`config.mk`:
```
export PLATFORM = sky130hd
export DESIGN_NAME = mem_port_arbiter
export DESIGN_NICKNAME = d
export VERILOG_FILES = /design/src/rtl/mem_port_arbiter.sv
export SDC_FILE = /design/constraint.sdc
export NUM_CORES = 1
export LEC_CHECK = 0
export BUFFER_PORTS_ARGS = -buffer_cell sky130_fd_sc_hd__buf_2
export CAP_MARGIN = 0
export CORE_MARGIN = 2
export CORE_UTILIZATION = 50
export DETAILED_ROUTE_END_ITERATION = 16
export PLACE_DENSITY = 0.87
export SLEW_MARGIN = 30
export SYNTH_ARGS = -nofsm -noshare
export SYNTH_HDL_FRONTEND = slang
export SYNTH_SLANG_ARGS = --single-unit
```
`constraint.sdc`:
```
create_clock -name clock -period 3.25 [get_ports clock]
set_input_delay 0.4875 -clock clock [delete_from_list [all_inputs] [get_ports clock]]
set_output_delay 0.4875 -clock clock [all_outputs]
set_load 0.03 [all_outputs]
```
`src/rtl/mem_port_arbiter.sv`:
```
// Arbitrates one fixed-latency single-ported memory between instruction fetch and load/store.
// Optional round-robin arbitration between the two ports: define MEM_ARB_RR_EN.
module mem_port_arbiter #(
  parameter int unsigned ADDR_W      = 32,
  parameter int unsigned DATA_W      = 32,
  parameter int unsigned MEM_LATENCY = 2
) (
  input  logic              clock,
  input  logic              reset,
  input  logic              i_req,
  input  logic [ADDR_W-1:0] i_addr,
  output logic              i_ack,
  output logic [DATA_W-1:0] i_rdata,
  input  logic              d_req,
  input  logic              d_we,
  input  logic [ADDR_W-1:0] d_addr,
  input  logic [DATA_W-1:0] d_wdata,
  output logic              d_ack,
  output logic [DATA_W-1:0] d_rdata,
  output logic              mem_en,
  output logic              mem_we,
  output logic [ADDR_W-1:0] mem_addr,
  output logic [DATA_W-1:0] mem_wdata,
  input  logic [DATA_W-1:0] mem_rdata,
  output logic              stall,
  output logic              busy
);

  localparam int unsigned CNT_W = 4;

  typedef enum logic [1:0] {
    S_IDLE = 2'd0,
    S_ACC  = 2'd1,
    S_ACK  = 2'd2
  } state_t;

  state_t            r_state;
  state_t            w_next_state;
  logic [CNT_W-1:0]  r_cnt;
  logic              r_grant_d;
  logic              r_we;
  logic              r_last_grant_d;
  logic              r_i_ack;
  logic              r_d_ack;
  logic [DATA_W-1:0] r_i_rdata;
  logic [DATA_W-1:0] r_d_rdata;
  logic              r_mem_en;
  logic              r_mem_we;
  logic [ADDR_W-1:0] r_mem_addr;
  logic [DATA_W-1:0] r_mem_wdata;

  logic              w_grant_any;
  logic              w_grant_d;
  logic              w_capture;
  logic              w_cnt_zero;

  assign w_cnt_zero = (r_cnt == '0);

  // State register
  always_ff @(posedge clock) begin
    if (reset) begin
      r_state <= S_IDLE;
    end else begin
      r_state <= w_next_state;
    end
  end

  // Next-state logic
  always_comb begin
    w_next_state = r_state;
    case (r_state)
      S_IDLE:  if (i_req || d_req) w_next_state = S_ACC;
      S_ACC:   if (w_cnt_zero) w_next_state = S_ACK;
      S_ACK:   w_next_state = S_IDLE;
      default: w_next_state = S_IDLE;
    endcase
  end

  // Grant decision and read-capture strobe; data wins by default to avoid fetch/data deadlock
  always_comb begin
    w_grant_any = 1'b0;
    w_grant_d   = 1'b0;
    w_capture   = 1'b0;
    case (r_state)
      S_IDLE: begin
        w_grant_any = i_req | d_req;
`ifdef MEM_ARB_RR_EN
        w_grant_d   = d_req & (~i_req | ~r_last_grant_d);
`else
        w_grant_d   = d_req;
`endif
      end
      S_ACC:   w_capture = w_cnt_zero;
      default: begin
        w_grant_any = 1'b0;
      end
    endcase
  end

  // Access datapath: latch on grant, strobe memory once, capture read data on the last ACC edge
  always_ff @(posedge clock) begin
    if (reset) begin
      r_cnt          <= '0;
      r_grant_d      <= 1'b0;
      r_we           <= 1'b0;
      r_last_grant_d <= 1'b0;
      r_i_ack        <= 1'b0;
      r_d_ack        <= 1'b0;
      r_i_rdata      <= '0;
      r_d_rdata      <= '0;
      r_mem_en       <= 1'b0;
      r_mem_we       <= 1'b0;
      r_mem_addr     <= '0;
      r_mem_wdata    <= '0;
    end else begin
      r_mem_en <= 1'b0;
      r_mem_we <= 1'b0;
      r_i_ack  <= w_capture & ~r_grant_d;
      r_d_ack  <= w_capture & r_grant_d;
      if (w_grant_any) begin
        r_grant_d      <= w_grant_d;
        r_last_grant_d <= w_grant_d;
        r_we           <= w_grant_d & d_we;
        r_mem_en       <= 1'b1;
        r_mem_we       <= w_grant_d & d_we;
        r_mem_addr     <= w_grant_d ? d_addr : i_addr;
        if (w_grant_d) begin
          r_mem_wdata <= d_wdata;
        end
        r_cnt <= CNT_W'(MEM_LATENCY - 1);
      end else if ((r_state == S_ACC) && !w_cnt_zero) begin
        r_cnt <= r_cnt - CNT_W'(1);
      end
      if (w_capture) begin
        if (!r_grant_d) begin
          r_i_rdata <= mem_rdata;
        end else if (!r_we) begin
          r_d_rdata <= mem_rdata;
        end
      end
    end
  end

  assign i_ack     = r_i_ack;
  assign d_ack     = r_d_ack;
  assign i_rdata   = r_i_rdata;
  assign d_rdata   = r_d_rdata;
  assign mem_en    = r_mem_en;
  assign mem_we    = r_mem_we;
  assign mem_addr  = r_mem_addr;
  assign mem_wdata = r_mem_wdata;
  assign busy      = (r_state != S_IDLE);
  assign stall     = (i_req & ~r_i_ack) | (d_req & ~r_d_ack);

endmodule

```
==> impl_metrics.yaml, run 1 <==
outcome:
  outcome: "complete, no violations"
power:
  power.density_mw_per_mm2: 629.5
  p_leak_nw: 3.591
  p_switching_mw: 1.515
  ir_drop_mv: 0.3322
  power.internal_mw: 3.269
  switching_share: 0.3167
  combPwrFrac: 0.194
  seqPwrFrac: 0.403
  p_clk_frac: 0.403
sta:
  worst_pin_slew_ns: 0.7023
  fin_skew_ns: 0.01080
  finalCritPeriodShare: 0.7352
  finalSetupViolCount: 0
  slew_headroom: 0.5318
  fin_crit_ns: 2.389
  rsz0062_at_grt: "no"
  hold_ws_ns: 0.2979
  finalHoldViolCount: 0
  drv_slew: 0
  max_freq_ghz: 0.4185
  setup_tns_ns: 0
finish:
  layout.nets: 968
  fillers: 870
  antenna_cells: 0
  final_cells: 987
  drive_above_1_share: 0.3790
  post-route-util: 0.6950
  syn_to_final_growth_pct: 34.62
critical_path:
  cp.depth: 6
  timing.rr.end: "i_rdata[14]"
  worstReg2RegStart: "r_cnt[0]"
  cp_cell_sequence: "inv_1 > ha_1 > nand4bb_4 > or3_1 > buf_4 > mux2i_1"
  end_kind: "flip-flop"
  critPathKind: "reg -> reg"
  worst-endpoint-required_ns: 3.53
  start_kind: "flip-flop"
  worst_ep_arrival_time_ns: 2.67
  critPathSlowestCell: "or3_1"
  crit_buf_inv: 2
  reg2regPathDepth: 6
  crit_fanout: 36
  regToRegSetupSlack_ns: 0.86
  slowest_delay_ns: 0.65
  crit_family: "simple AND/OR/NAND/NOR gates"
logic_synthesis:
  yosysMostFrequentCell: "dfxtp_1"
  synthTopCellsByArea: "dfxtp_1 50%, nand2b_1 7.2%, a21oi_1 6.0%"
  avgSynthCellArea_um2: 9.472
  ys.flop_type: "dfxtp_1"
  yosysSeqAreaShare: 0.4965
  yosys_warnings: 0
  async_flop_share: 0
  synth_top_area_share: 0.4965
  netlist-cell-type-count: 37
  synthesis.nets: 730
  ys_top_cells_by_count: "140 x dfxtp_1, 68 x a21oi_1, 65 x nand2b_1"
  synthCells: 596
  yosys_register_bits: 140
  synth-edff-count: 0
  yosys.area.top_type: "dfxtp_1"
  netlist_area_mm2: 0.005645
global_routing:
  grt_max_degree: 110
  grt_pass1_vias: 4847
  track_usage: 0.2427
  antenna_found_initial: 0
  grt_first_pass_wirelength_um: 22980
  grt_overflow: 0
clocking:
  cts_made_buffers: 17
  cts_resized: 0
  clkSinkCount: 140
  clk_latency_ns: 0.41
  htreeDepth: 4
  cts_tree: "yes"
  cts-root-buf: "clkbuf_16"
  clk_pin_slew_ns: 0.07
  post_cts_buffers: 0
  holdBufCountCts: 0
  cts_buffer_depth: 2
drt:
  vias: 5156
  ant_nets: 0
  drt_pass1_iterations: 4
  drt_iter0_drc: 268
  via_per_inst: 5.224
  remaining_drc_errors: 0
  wl_um: 15240
  wire_per_inst_um: 15.44
floorplanning:
  dieHeight_um: 110.3
  rows: 38
  io_pins: 267
  core_mm2: 0.01094
  die_w_um: 110.3
  start_util: 0.5162
  dieArea_mm2: 0.01216
placed_design:
  port_buffers: 266
  place_congestion: 0.8551
  place_inst: 955
  hpwl_um: 10660
min_path:
  hold_path.startpoint: "i_addr[7]"
  hold_end: "mem_addr[7]"
  min_path_cells: 2
  hold_class: "in -> reg"
job:
  maxCapViolCount: 0
## state kept, by name, summed over array words and instances (netlist names)
signal and count:
d_rdata 32, i_rdata 32, mem_addr 32, mem_wdata 32
r_cnt 4, r_state 2, d_ack 1, i_ack 1
mem_en 1, mem_we 1, r_grant_d 1, r_we 1
## layer usage
metal,vias to the layer above,routed length (um),track usage
li1,2557,-,-
met1,2360,6081,0.2828
met5,-,0,0
met4,0,431,0.1027
met2,207,7608,0.4106
met3,32,1120,0.07760
## cells in the final DEF, fill, tap and decap left out, drive strengths merged, types with 2 or more instances in the layout
cell      netlist  layout
buf            11     275
o21ai          33      33
nor3b           3       3
a21oi          68      68
nor2            4       4
nand4b         32      32
nor3            4       4
nand2b         65      65
nor2b           2       2
inv             6      15
dfxtp         140     140
mux2i          33      33
nand2          64      64
a221o          32      32
clkinvlp        0       3
and2           33      33
a21o            2       2
or3b            3       3
clkinv          0       2
clkbuf         45      17
nor4            2       2
## logic make-up (layout without fill, tap and decap cells)
logic type | after synthesis | count (layout) | share of synthesized area
AND/OR/NAND/NOR | 219 | 219 | 0.2347
AO/OA/AOI/OAI | 141 | 141 | 0.1576
flip-flops | 140 | 140 | 0.4965
buffers and inverters | 62 | 313 | 0.05053
multiplexers | 33 | 33 | 0.05851
adder cells (fa/ha/maj) | 1 | 1 | 0.002216
## final cells by class
class                           count  area [um2]  share of cell area
Sequential cell                   140        2803              0.3688
Inverter                            6       22.52            0.002963
Clock inverter                     15       171.4             0.02256
Clock buffer                       17       425.4             0.05598
Timing Repair Buffer              275        1414              0.1860
Tap cell                          140       175.2             0.02305
Multi-Input combinational cell    394        2589              0.3406
## how the worst max path moves through the flow
| stage | start | end | slack, ns |
|---|---|---|---|
| 3_5_place_dp | r_cnt[0] | i_rdata[6] | 0.89 |
| 3_3_place_gp | r_cnt[0] | i_rdata[0] | 0.95 |
| 4_1_cts | r_cnt[0] | i_rdata[14] | 0.86 |
| 5_1_grt | r_cnt[0] | i_rdata[14] | 0.74 |
| 2_1_floorplan | r_cnt[0] | i_rdata[10] | 1.57 |
| 6_report | r_cnt[0] | i_rdata[14] | 0.86 |
## through the flow
| stage | setup WS [ns] | cell area [um2] | total power [mW] |
|---|---|---|---|
| floorplan | 1.567 | 5645 | 2.603 |
| global placement | 0.9472 | 7003 | 2.877 |
| detailed placement | 0.8915 | 7003 | 2.893 |
| CTS | 0.8593 | 7600 | 4.821 |
| global route | 0.7383 | 7600 | 4.988 |
| finish | 0.8606 | 7600 | 4.784 |
## power groups by stage
stage | Sequential [mW] | Clock (mW) | Combinational, mW
final | 1.93 | 1.93 | 0.927
after global routing | 1.95 | 2.05 | 0.997
after CTS | 1.93 | 1.96 | 0.932
after detailed placement | 1.96 | 0 | 0.928
after global placement | 1.96 | 0 | 0.916
after floorplan | 2.20 | 0 | 0.402
Note: power is estimated with default switching activity, not from simulation.
==> run 2: changes to the inputs <==
ABC_AREA = 1   (was unset)
CORE_UTILIZATION = 46   (was 50)
PLACE_DENSITY = 0.81   (was 0.87)
clock period = 2.4 ns   (was 3.25 ns; I/O delays follow)
==> run 2 against run 1 <==
Utilization is 5.7 points lower. Final area rose by 0.86%. Final cell count up 28%. Clock skew shrank 0.0053 ns. Wire length down 3.1%. Die area up 8.5%. Combinational power up 78%. Via count up 10%. Synthesized cell count up 43%. Highest routed layer is now met5.
==> impl_metrics.yaml, run 2 <==
sta:
  fin_skew_ns: 0.005536
  finalCritPeriodShare: 0.6355
  drv_slew: 0
  finalHoldViolCount: 0
  slew_headroom: 0.6009
  worst_pin_slew_ns: 0.5986
  hold_ws_ns: 0.1688
  setup_tns_ns: 0
  rsz0062_at_grt: "no"
  finalSetupViolCount: 0
  fin_ws_ns: 0.8749
  max_freq_ghz: 0.6557
  fin_crit_ns: 1.525
finish:
  antenna_cells: 0
  fillers: 1097
  layout.nets: 1237
  syn_to_final_growth_pct: 35.62
  layout_commonest_cell: "nand2_1"
  most-common-layout-cells: "333 x nand2_1, 266 x buf_2, 205 x nor2_1"
  drive_above_1_share: 0.2876
global_routing:
  grt_first_pass_wirelength_um: 23320
  grt_overflow: 0
  antenna_found_initial: 1
  track_usage: 0.2212
  grt_pass1_vias: 5119
  grt_max_degree: 66
drt:
  via_per_inst: 4.492
  drt_iter0_drc: 413
  wire_per_inst_um: 11.69
  vias: 5673
  remaining_drc_errors: 0
  ant_nets: 0
  drt_pass1_iterations: 5
  wl_um: 14760
critical_path:
  worst_ep_arrival_time_ns: 1.17
  crit_fanout: 3
  crit_family: "flip-flops"
  worst-endpoint-required_ns: 2.04
  end_kind: "primary output"
  start_kind: "flip-flop"
  critPathSlowestCell: "dfxtp_1"
  slowest_delay_ns: 0.39
  crit_buf_inv: 2
  critPathKind: "reg -> out"
  cp_cell_sequence: "inv_2 > nand2_2 > buf_2"
logic_synthesis:
  synth-edff-count: 0
  ys_top_cells_by_count: "333 x nand2_1, 205 x nor2_1, 140 x dfxtp_1"
  synthesis.nets: 986
  yosysSeqAreaShare: 0.4959
  synthTopCellsByArea: "dfxtp_1 50%, nand2_1 22%, nor2_1 14%"
  yosys_register_bits: 140
  ys.flop_type: "dfxtp_1"
  yosys.area.top_type: "dfxtp_1"
  netlist_area_mm2: 0.005652
  synthCells: 852
  avgSynthCellArea_um2: 6.633
  synth_top_area_share: 0.4959
  yosysMostFrequentCell: "nand2_1"
  async_flop_share: 0
  yosys_warnings: 0
  netlist-cell-type-count: 22
floorplanning:
  io_pins: 267
  dieArea_mm2: 0.01319
  start_util: 0.4705
  core_mm2: 0.01201
  dieHeight_um: 114.8
  rows: 40
  die_w_um: 114.8
clocking:
  cts_buffer_depth: 2
  clk_pin_slew_ns: 0.06
  post_cts_buffers: 0
  clkSinkCount: 140
  cts_resized: 0
  clk_latency_ns: 0.41
  cts_made_buffers: 17
  holdBufCountCts: 0
  cts-root-buf: "clkbuf_16"
  htreeDepth: 4
  cts_tree: "yes"
placed_design:
  port_buffers: 266
  place_congestion: 0.7898
  dp_slack_ns: 0.8104
  hpwl_um: 10280
outcome:
  outcome: "complete, no violations"
power:
  p_leak_nw: 4.543
  ir_drop_mv: 0.5374
  power.density_mw_per_mm2: 913.1
job:
  maxCapViolCount: 0
min_path:
  hold_class: "in -> reg"
run 2: changes by cell type in the layout (fill, tap and decap cells not counted), moves of 33 or more:
cell,delta
a21oi_1,-64
and2_1,-33
inv_1,+64
mux2i_1,-33
nand2_1,+269
nand2b_1,-65
nor2_1,+202
run 2: kinds of logic (layout without fill, tap and decap cells):
group	after synthesis	after routing	share of synthesized area
AOI/OAI and AO/OA	39	39	0.03520
buffers and inverters	119	383	0.09077
and+or+nand+nor	553	553	0.3759
DFF	140	140	0.4959
adders and majority gates	1	1	0.002214
run 2: layout make-up:
| cell class | count | area (um2) | share of cell area |
|---|---|---|---|
| clock inverters | 9 | 108.9 | 0.01420 |
| multi-input cells | 593 | 2346 | 0.3061 |
| flip-flops and latches | 140 | 2803 | 0.3657 |
| inverters | 75 | 281.5 | 0.03673 |
| well taps | 147 | 183.9 | 0.02400 |
| clock buffers | 23 | 498.0 | 0.06497 |
| repair buffers | 276 | 1444 | 0.1884 |
run 2: metal layers:
metal / share of wire / vias up / GRT usage
met5: 0.00088 / - / 0
met4: 0.021 / 2 / 0.09558
met3: 0.082 / 24 / 0.07327
met2: 0.47 / 228 / 0.3706
met1: 0.42 / 2404 / 0.2595
li1: - / 3015 / -
run 2: final timing paths:
kind / cells past startpoint / startpoint / end / slack, ns
setup / recovery: 3 / r_state[1] / busy / 0.87
hold / removal: 3 / d_wdata[10] / mem_wdata[10] / 0.17
setup reg to reg: 9 / r_cnt[0] / d_rdata[3] / 0.88
hold reg to reg: 2 / mem_addr[17] / mem_addr[17] / 0.45
run 2: stage by stage:
stage / cell area (um2) / util / instances / power, mW
after global placement: 7058 / 0.5876 / 1231 / 4.382
after detailed placement: 7058 / 0.5876 / 1231 / 4.405
after floorplan: 5652 / - / 852 / 3.902
after global routing: 7665 / 0.6381 / 1263 / 7.351
final: 7665 / 0.6381 / 1263 / 6.999
after CTS: 7665 / 0.6381 / 1263 / 7.071
run 2: worst reg2reg max path: cells and delay by family (launching register included):
kind	cells	cell delay, ns
adders and majority gates	1	0.25
buffers and inverters	2	0.33
DFF	1	0.34
and+or+nand+nor	6	0.49
run 2: where the power goes:
part | switching, mW | internal [mW] | leakage, nW
clock | 0.969 | 1.67 | 0.300
sequential | 0.127 | 2.58 | 1.15
combinational | 1.16 | 0.492 | 3.10
total | 2.25 | 4.75 | 4.54
